[config.mk]
export PLATFORM = sky130hd
export DESIGN_NAME = fetch_stage
export DESIGN_NICKNAME = d
export VERILOG_FILES = /design/src/rtl/fetch_stage.sv
export SDC_FILE = /design/constraint.sdc
export NUM_CORES = 1
export LEC_CHECK = 0
export BUFFER_PORTS_ARGS = -buffer_cell sky130_fd_sc_hd__buf_2
export CORE_ASPECT_RATIO = 0.9
export CORE_MARGIN = 10
export CORE_UTILIZATION = 50
export DETAILED_ROUTE_END_ITERATION = 8
export PLACE_DENSITY = 0.8
export SYNTH_ARGS = -nofsm -noshare
export SYNTH_HDL_FRONTEND = slang
export SYNTH_SLANG_ARGS = --single-unit
[constraint.sdc]
create_clock -name clk -period 2.7 [get_ports clk]
set_input_delay 0.27 -clock clk [delete_from_list [all_inputs] [get_ports clk]]
set_output_delay 0.27 -clock clk [all_outputs]
set_load 0.005 [all_outputs]
[src/rtl/fetch_stage.sv]
// Instruction-fetch stage: owns the PC, addresses instruction memory and
// fills the IF/ID pipeline register, honouring stall and redirect requests.
module fetch_stage #(
    parameter int unsigned      DBITS               = 32,
    parameter int unsigned      INST_BIT_WIDTH      = 32,
    parameter logic [DBITS-1:0] INST_SIZE           = 32'd4,
    parameter logic [DBITS-1:0] START_PC            = 32'h40,
    parameter int unsigned      IMEM_ADDR_BIT_WIDTH = 11,
    parameter logic [INST_BIT_WIDTH-1:0] BUBBLE_INST = 32'h00000000
) (
    input  logic                           clk,
    input  logic                           reset,
    input  logic                           stall,
    input  logic                           redirectEn,
    input  logic [DBITS-1:0]               redirectPc,
    output logic [IMEM_ADDR_BIT_WIDTH-1:0] imemAddr,
    input  logic [INST_BIT_WIDTH-1:0]      imemData,
    output logic [DBITS-1:0]               pc,
    output logic [INST_BIT_WIDTH-1:0]      ifInst,
    output logic [DBITS-1:0]               ifPc,
    output logic [DBITS-1:0]               ifPcPlus4,
    output logic                           ifValid,
    output logic                           misalignErr,
    output logic [31:0]                    fetchCount
);

    logic [DBITS-1:0] pc_next_seq;

    assign pc_next_seq = pc + INST_SIZE;
    assign imemAddr    = pc[IMEM_ADDR_BIT_WIDTH+1:2];

    // Redirect outranks stall so a taken branch is never lost behind a hazard.
    always_ff @(posedge clk) begin
        if (reset) begin
            pc          <= START_PC;
            ifInst      <= BUBBLE_INST;
            ifPc        <= '0;
            ifPcPlus4   <= '0;
            ifValid     <= 1'b0;
            misalignErr <= 1'b0;
            fetchCount  <= '0;
        end else if (redirectEn) begin
            pc        <= {redirectPc[DBITS-1:2], 2'b00};
            ifInst    <= BUBBLE_INST;
            ifPc      <= '0;
            ifPcPlus4 <= '0;
            ifValid   <= 1'b0;
            if (redirectPc[1:0] != 2'b00) begin
                misalignErr <= 1'b1;
            end
        end else if (!stall) begin
            pc         <= pc_next_seq;
            ifInst     <= imemData;
            ifPc       <= pc;
            ifPcPlus4  <= pc_next_seq;
            ifValid    <= 1'b1;
            fetchCount <= fetchCount + 32'd1;
        end
    end

endmodule

==> results.cfg, run 1 <==
[critical_path]
cp.buffers_inverters = 0
critPathTopFamily = simple AND/OR/NAND/NOR gates
slowest_stage = nor3_1
crit_type = register to register
r2r-start = pc[2]$_SDFFE_PP0P_
cpMostUsedCell = nand4_1
cp-start-kind = register
cpPeakStageDelay_ns = 0.65
cp_data_arrival_time_ns = 2.67
cp_max_fo = 8
path_cells = ha_1, nand4_1, nor3_1, nand4_1, xnor2_1, o21a_1
r2r_slack_ns = 0.36
crit_start = pc[2]$_SDFFE_PP0P_
r2r_end = pc[30]$_SDFFE_PP0P_
cp.depth = 6
rr_worst_depth = 6
crit_end = pc[30]$_SDFFE_PP0P_
required_ns = 3.03
endpoint_kind = register

[route]
firstDrtPassIters = 5
first_iter_violations = 434
vias_per_cell = 5.23
route.detailed.drc = 0
totalWireLength_um = 20500
routedWlPerCell_um = 17.4
ant_nets = 0
num_vias = 6159

[logic_synthesis]
synth-seq-cells = 156
syn-cell-area_um2 = 6940
synth-edff-count = 0
synthTopCellsByArea = dfxtp_1 45%, mux2i_1 10%, nor2_1 6.7%
yosysSeqAreaShare_pct = 45.0
synth_top_area_cell = dfxtp_1
ys.flop_type = dfxtp_1
synth_area_per_cell_um2 = 8.71
ys_warn_count = 0
synth_cell_types = 43
async_flop_share_pct = 0
syn-instance-count = 797
synth_top_area_share_pct = 45.0

[cells_and_area]
finish.utilization_pct = 64.7
nets = 1065
area_delta_synth_final_pct = 25.6
seq_area_um2 = 3120
drive_gt1_share_pct = 29.0
multi_input_area_um2 = 3370
nFillCells = 1155

[sta]
finalClockSkew_ns = 0.00678
fin_crit_sh_pct = 86.7
timing_hold_violations_final = 0
tns_ns = 0
setup_ws_ns = 0.358
setup_viol = 0
rsz0062_at_grt = false
slew_headroom_pct = 43.1
fin_crit_ns = 2.34
maxSlewViolCount = 0
fmax_ghz = 0.427
tightestPinTransition_ns = 0.854

[floorplan]
start_util_pct = 51.6
io_pins = 241
die_w_um = 144
die_y_um = 132
dieArea_um2 = 19000
core-area_um2 = 13500
rows = 40

[power]
p_comb_share_pct = 9.4
powerDensity_nw_per_um2 = 606
ir_worst_vdd_mv = 0.509
p_total_mw = 5.28
power.internal_mw = 3.98
swShare_pct = 24.6
switchingPower_mw = 1.30
p_seq_share_pct = 46.4
p_leak_nw = 4.10
clkPwrFrac_pct = 44.2

[clock_tree]
cts_resized = 0
path_clk_slew_ns = 0.06
insertion_delay_ns = 0.43
cts_tree = done
hold_buffers = 0
cts_root_buffer = clkbuf_16
cts_buffers = 17
cts_setup_buffers = 0
cts.sinks = 156
htreeDepth = 4
cts_buffer_depth = 2

[placed_design]
hpwl_um = 14800
gp_congestion = 0.854
pre_cts_slack_ns = 0.378
numPortBuffers = 234

[global_routing]
grt_pass1_vias = 5884
grtUsageTotal_pct = 21.1
grt_overflow = 0
grt_max_degree = 71
antenna_found_initial = 3
grt_pass1_wl_um = 31900

[worst_hold_path]
hp-class = input pin to register

[run_status]
outcome = finished clean

[run]
maxCapViolations = 0
## cells in the final DEF (no fill, tap or decap), drive strengths merged, types with 7 or more instances in the layout
cell type / count
buf: 255
dfxtp: 156
nor2: 124
mux2i: 69
a21oi: 53
nand2: 43
xnor2: 40
xor2: 35
nor3: 28
inv: 27
nand4: 23
nand3: 21
clkbuf: 21
o21a: 15
o21bai: 12
nor4: 10
o21ai: 9
and4: 7
clkinv: 7
## sequential cells by signal (all words and copies together) (netlist names)
signal	cells
ifInst	32
fetchCount	32
misalignErr	1
ifPc	30
ifPcPlus4	30
pc	30
ifValid	1
## cell type report
type                       count  share of cell area, %
multi-input combinational    539                   38.6
sequential                   156                   35.8
timing repair buffer         255                   15.4
clock buffer                  21                   5.17
tap                          168                   2.41
clock inverter                11                   1.36
inverter                      26                   1.12
antenna                        2                 0.0574
## cells in the mapped netlist (2+ instances only)
cell and number:
dfxtp_1 156, nor3_1 28, buf_2 5, nand4_1 23, xnor2_1 40, a211oi_1 6, mux2i_1 69, nand2_1 43
nand2b_1 2, o31a_1 2, and2_1 2, a21oi_1 52, nor2_1 124, and4_1 7, a21o_1 2, buf_4 17
o21a_1 15, xor2_1 35, or2_2 3, o21bai_1 12, o21ai_0 9, inv_1 26, nor2b_1 6, nand3_1 20
and3_1 4, buf_1 11, or3_1 6, ha_1 2, nor4_1 9, clkbuf_1 48
## power groups by stage
| stage | clock network [mW] | registers [mW] | logic, mW |
|---|---|---|---|
| floorplan | 0 | 2.48 | 0.310 |
| global placement | 0 | 2.49 | 0.492 |
| finish | 2.34 | 2.45 | 0.496 |
| global route | 2.48 | 2.46 | 0.547 |
| detailed placement | 0 | 2.50 | 0.496 |
| CTS | 2.39 | 2.45 | 0.499 |
## through the flow
stage,hold slack (ns),instance area (um2),std cells
after detailed placement,0.438,8140,1144
final,0.0662,8720,1178
after floorplan,0.402,6960,802
after CTS,0.0470,8710,1176
after global routing,0.0619,8710,1177
after global placement,0.431,8140,1144
## routing by layer
metal | part of all wire, % | vias up | GRT usage, %
met2 | 46 | 198 | 32.6
met4 | 2.0 | 0 | 7.46
met1 | 42 | 2855 | 25.8
met5 | 0 | - | 0
li1 | - | 3074 | -
met3 | 9.6 | 32 | 8.50
## worst min-delay path by stage
stage,startpoint,end,cells past startpoint
2_1_floorplan,redirectPc[6],pc[6]$_SDFFE_PP1P_,2
3_3_place_gp,ifValid$_SDFFE_PP0N_,ifValid$_SDFFE_PP0N_,2
3_5_place_dp,ifValid$_SDFFE_PP0N_,ifValid$_SDFFE_PP0N_,2
4_1_cts,redirectPc[6],pc[6]$_SDFFE_PP1P_,3
5_1_grt,redirectPc[6],pc[6]$_SDFFE_PP1P_,3
6_report,redirectPc[6],pc[6]$_SDFFE_PP1P_,3
## logic make-up after synthesis
family	count (synthesis)	share of synthesized area, %
fa+ha+maj	2	0.360
buf+inv	107	6.80
compound gates	103	9.03
flops	156	45.0
mux	69	9.95
xor+xnor	75	9.46
simple gates	284	19.3
other cells	1	0.0540
## worst min-delay path, delay by kind of cell
kind,cells,cell delay (ns)
buffers and inverters,1,0.08
and+or+nand+nor,1,0.06
muxes,1,0.06
(Power assumes the default switching activity.)
==> run 2, diff against run 1 <==
--- a/config.mk
+++ b/config.mk
@@ -6,11 +6,10 @@
 export NUM_CORES = 1
 export LEC_CHECK = 0
 export BUFFER_PORTS_ARGS = -buffer_cell sky130_fd_sc_hd__buf_2
-export CORE_ASPECT_RATIO = 0.9
 export CORE_MARGIN = 10
-export CORE_UTILIZATION = 50
+export CORE_UTILIZATION = 39
 export DETAILED_ROUTE_END_ITERATION = 8
-export PLACE_DENSITY = 0.8
+export PLACE_DENSITY = 0.65
 export SYNTH_ARGS = -nofsm -noshare
 export SYNTH_HDL_FRONTEND = slang
 export SYNTH_SLANG_ARGS = --single-unit
==> constraint.sdc (replaced) <==
create_clock -name clk -period 2.4 [get_ports clk]
set_input_delay 0.24 -clock clk [delete_from_list [all_inputs] [get_ports clk]]
set_output_delay 0.24 -clock clk [all_outputs]
set_load 0.005 [all_outputs]
==> results.cfg, run 2 (same netlist as run 1, synthesis figures left out) <==
[run_status]
outcome = finished clean

[critical_path]
cp.buffers_inverters = 1
endpoint_kind = register
cp-start-kind = register
crit_type = register to register
cp_data_arrival_time_ns = 2.46
required_ns = 2.71
path_cells = nand4_1, or4_1, buf_4, nor4_1, xor2_1, o21a_1
cpPeakStageDelay_ns = 0.58
critPathTopFamily = simple AND/OR/NAND/NOR gates
cp_max_fo = 7
slowest_stage = or4_1

[global_routing]
grt_max_degree = 96
antenna_found_initial = 0
grt_overflow = 0
grtUsageTotal_pct = 16.8
grt_pass1_vias = 6048
grt_pass1_wl_um = 32700

[clock_tree]
cts_setup_buffers = 0
cts_resized = 0
cts_root_buffer = clkbuf_16
cts_buffer_depth = 2
insertion_delay_ns = 0.42
cts.sinks = 156
cts_tree = done
path_clk_slew_ns = 0.06
htreeDepth = 4
hold_buffers = 0
cts_buffers = 17

[sta]
rsz0062_at_grt = false
setup_ws_ns = 0.257
fmax_ghz = 0.467
finalClockSkew_ns = 0.00713
fin_crit_sh_pct = 89.3
maxSlewViolCount = 0
setup_viol = 0
fin_crit_ns = 2.14
slew_headroom_pct = 25.4
tns_ns = 0
timing_hold_violations_final = 0
tightestPinTransition_ns = 1.12

[cells_and_area]
antenna_cells = 0
final_common_cell = buf_2
drive_gt1_share_pct = 29.8
finish.utilization_pct = 51.2
finalNonFillerCells = 1244
area_delta_synth_final_pct = 28.0
reg_top3 = fetchCount: 32 flops, ifInst: 32 flops
nets = 1076
nFillCells = 1692
final_cell_mix = 233 x buf_2, 156 x dfxtp_1, 124 x nor2_1

[placed_design]
gp_congestion = 0.825
hpwl_um = 14900
numPortBuffers = 234
pre_cts_slack_ns = 0.240
dp.cells = 1212

[worst_hold_path]
hp-class = input pin to register

[route]
firstDrtPassIters = 6
first_iter_violations = 196
dr_wl_met3_um = 1550
vias_per_cell = 4.90
routedWlPerCell_um = 16.6
route.detailed.drc = 0
ant_nets = 0
totalWireLength_um = 20600
num_vias = 6094
wl_met1_um = 8940
routed-wl-met2_um = 9830
highest_layer = met4

[power]
ir_worst_vdd_mv = 0.471
p_total_mw = 6.05
powerDensity_nw_per_um2 = 681
p_leak_nw = 4.15

[floorplan]
core-area_um2 = 17400
die_y_um = 153
start_util_pct = 40.0
io_pins = 241
dieArea_um2 = 23500
die_w_um = 153
rows = 48

[run]
maxCapViolations = 0
run 2: cell types whose count changed in the layout (fill, tap and decap cells not counted), sizes merged:
cell and delta:
buf +11, bufinv +1, clkinvlp +1, diode -2, inv -2
run 2: per-layer routing:
metal | vias to the layer above | global-route usage (%)
li1 | 3080 | -
met1 | 2826 | 19.7
met2 | 169 | 28.2
met3 | 19 | 6.09
met4 | 0 | 4.54
met5 | - | 0
run 2: stage by stage:
step | hold WS (ns) | instance area (um2)
2_1_floorplan | 0.372 | 6960
3_3_place_gp | 0.431 | 8280
3_5_place_dp | 0.441 | 8280
4_1_cts | 0.0319 | 8890
5_1_grt | 0.0439 | 8890
6_report | 0.0525 | 8890
run 2: worst register-to-register path, cell delays in order (launching register included):
cell and delay (ns):
dfxtp_1 0.42, nand4_1 0.21, or4_1 0.58, buf_4 0.20
nor4_1 0.35, xor2_1 0.11, o21a_1 0.17
run 2: final timing paths:
| check | to | start | slack [ns] | cells past startpoint |
|---|---|---|---|---|
| setup reg to reg | pc[19]$_SDFFE_PP0P_ | pc[3]$_SDFFE_PP0P_ | 0.26 | 6 |
| hold / removal | ifInst[23]$_SDFFE_PP0N_ | imemData[23] | 0.05 | 3 |
| setup / recovery | pc[19]$_SDFFE_PP0P_ | pc[3]$_SDFFE_PP0P_ | 0.26 | 6 |
| hold reg to reg | ifValid$_SDFFE_PP0N_ | ifValid$_SDFFE_PP0N_ | 0.45 | 2 |
run 2: area by class of cell:
cell class	count	area, um2	share of cell area [%]
inverters	26	97.6	1.10
multi-input cells	539	3370	37.9
well taps	225	282	3.17
repair buffers	266	1410	15.9
flip-flops and latches	156	3120	35.1
clock inverters	11	143	1.61
clock buffers	21	460	5.18
run 2: power by group:
part,leakage (nW),switching (mW),internal (mW)
clock network,0.293,1.06,1.69
logic,2.59,0.299,0.256
registers,1.27,0.0809,2.67
total,4.15,1.44,4.62
==> run 3, diff against run 2 <==
--- a/config.mk
+++ b/config.mk
@@ -6,10 +6,13 @@
 export NUM_CORES = 1
 export LEC_CHECK = 0
 export BUFFER_PORTS_ARGS = -buffer_cell sky130_fd_sc_hd__buf_2
+export CELL_PAD_IN_SITES_DETAIL_PLACEMENT = 1
+export CELL_PAD_IN_SITES_GLOBAL_PLACEMENT = 2
 export CORE_MARGIN = 10
-export CORE_UTILIZATION = 39
+export CORE_UTILIZATION = 29
 export DETAILED_ROUTE_END_ITERATION = 8
-export PLACE_DENSITY = 0.65
+export MAX_ROUTING_LAYER = met4
+export PLACE_DENSITY = 0.81
 export SYNTH_ARGS = -nofsm -noshare
 export SYNTH_HDL_FRONTEND = slang
 export SYNTH_SLANG_ARGS = --single-unit
==> results.cfg, run 3 (same netlist as run 1, synthesis figures left out) <==
[sta]
tns_ns = 0
finalClockSkew_ns = 0.00883
fmax_ghz = 0.468
holdWs_ns = 0.0377
maxSlewViolCount = 0
rsz0062_at_grt = false
slew_headroom_pct = 49.8
fin_crit_ns = 2.14
timing_hold_violations_final = 0
setup_ws_ns = 0.261
setup_viol = 0
fin_crit_sh_pct = 89.1
tightestPinTransition_ns = 0.754

[clock_tree]
cts_resized = 0
cts_buffer_depth = 2
cts.sinks = 156
cts_tree = done
hold_buffers = 0
insertion_delay_ns = 0.43
path_clk_slew_ns = 0.07
htreeDepth = 4
cts_root_buffer = clkbuf_16
cts_buffers = 17
cts_setup_buffers = 0

[global_routing]
grt_pass1_wl_um = 37500
grt_max_degree = 64
grt_overflow = 0
grtUsageTotal_pct = 15.7
antenna_found_initial = 1
grt_pass1_vias = 6636

[route]
routedWlPerCell_um = 17.6
route.detailed.drc = 0
totalWireLength_um = 23700
firstDrtPassIters = 4
vias_per_cell = 4.65
num_vias = 6253
first_iter_violations = 212
ant_nets = 0

[critical_path]
required_ns = 2.72
slowest_stage = nor4_2
endpoint_kind = register
cp_data_arrival_time_ns = 2.46
cp_max_fo = 7
cp-start-kind = register
cpPeakStageDelay_ns = 0.35
path_cells = buf_4, ha_1, nand4_1, nor4_2, buf_4, nand4_1, xnor2_1, o21a_1
crit_type = register to register

[floorplan]
io_pins = 241
die_y_um = 175
core-area_um2 = 23500
start_util_pct = 29.5
rows = 56
dieArea_um2 = 30500
die_w_um = 175

[cells_and_area]
area_delta_synth_final_pct = 30.5
reg_top3 = fetchCount: 32 flops, ifInst: 32 flops
final_cell_mix = 233 x buf_2, 156 x dfxtp_1, 124 x nor2_1
final_common_cell = buf_2
nets = 1083
drive_gt1_share_pct = 30.4
stdcell_area_um2 = 9060
finish.utilization_pct = 38.5
finalNonFillerCells = 1346

[placed_design]
hpwl_um = 17300
numPortBuffers = 234
place_area_um2 = 8490
pre_cts_slack_ns = 0.230
gp_congestion = 0.778
dp.cells = 1313

[run]
maxCapViolations = 0

[power]
powerDensity_nw_per_um2 = 661
p_total_mw = 5.99
ir_worst_vdd_mv = 0.428
p_leak_nw = 4.18

[worst_hold_path]
hp-class = input pin to register

[run_status]
outcome = finished clean
==> run 3: path summary, 6_finish.rpt <==
path,cells after the start,endpoint,slack (ns),startpoint
setup reg to reg,8,pc[24]$_SDFFE_PP0P_,0.26,pc[2]$_SDFFE_PP0P_
setup / recovery,8,pc[24]$_SDFFE_PP0P_,0.26,pc[2]$_SDFFE_PP0P_
hold reg to reg,2,misalignErr$_SDFFE_PP0P_,0.45,misalignErr$_SDFFE_PP0P_
hold / removal,3,ifInst[15]$_SDFFE_PP0N_,0.04,imemData[15]
==> run 3: power breakdown <==
part	leakage, nW	internal (mW)	switching (mW)
Combinational	2.64	0.273	0.333
Sequential	1.27	2.67	0.0661
Clock	0.266	1.45	1.20
Total	4.18	4.39	1.60
==> run 3: area by class of cell <==
type                    instances  area (um2)
inverters                      26        97.6
well taps                     319         399
clock inverters                14         134
repair buffers                273        1500
multi-input cells             539        3370
flip-flops and latches        156        3120
fillers                      2878       14500
clock buffers                  18         429
diodes                          1        2.50
==> run 3: per-layer routing <==
layer  GRT usage, %  vias to the layer above  share of wire, %
met5              -                        -                 0
met2           26.4                      134                49
met4           4.24                        0               1.3
met3           3.94                       20               4.7
met1           18.2                     3008                45
li1               -                     3091                 -
==> run 3: critical path: cells and delay by family, from the launching register on <==
family	cells	cell delay [ns]
buffers and inverters	2	0.33
flip-flops	1	0.33
AO/OA/AOI/OAI	1	0.18
XOR/XNOR	1	0.16
AND/OR/NAND/NOR	3	0.79
adder cells (fa/ha/maj)	1	0.24
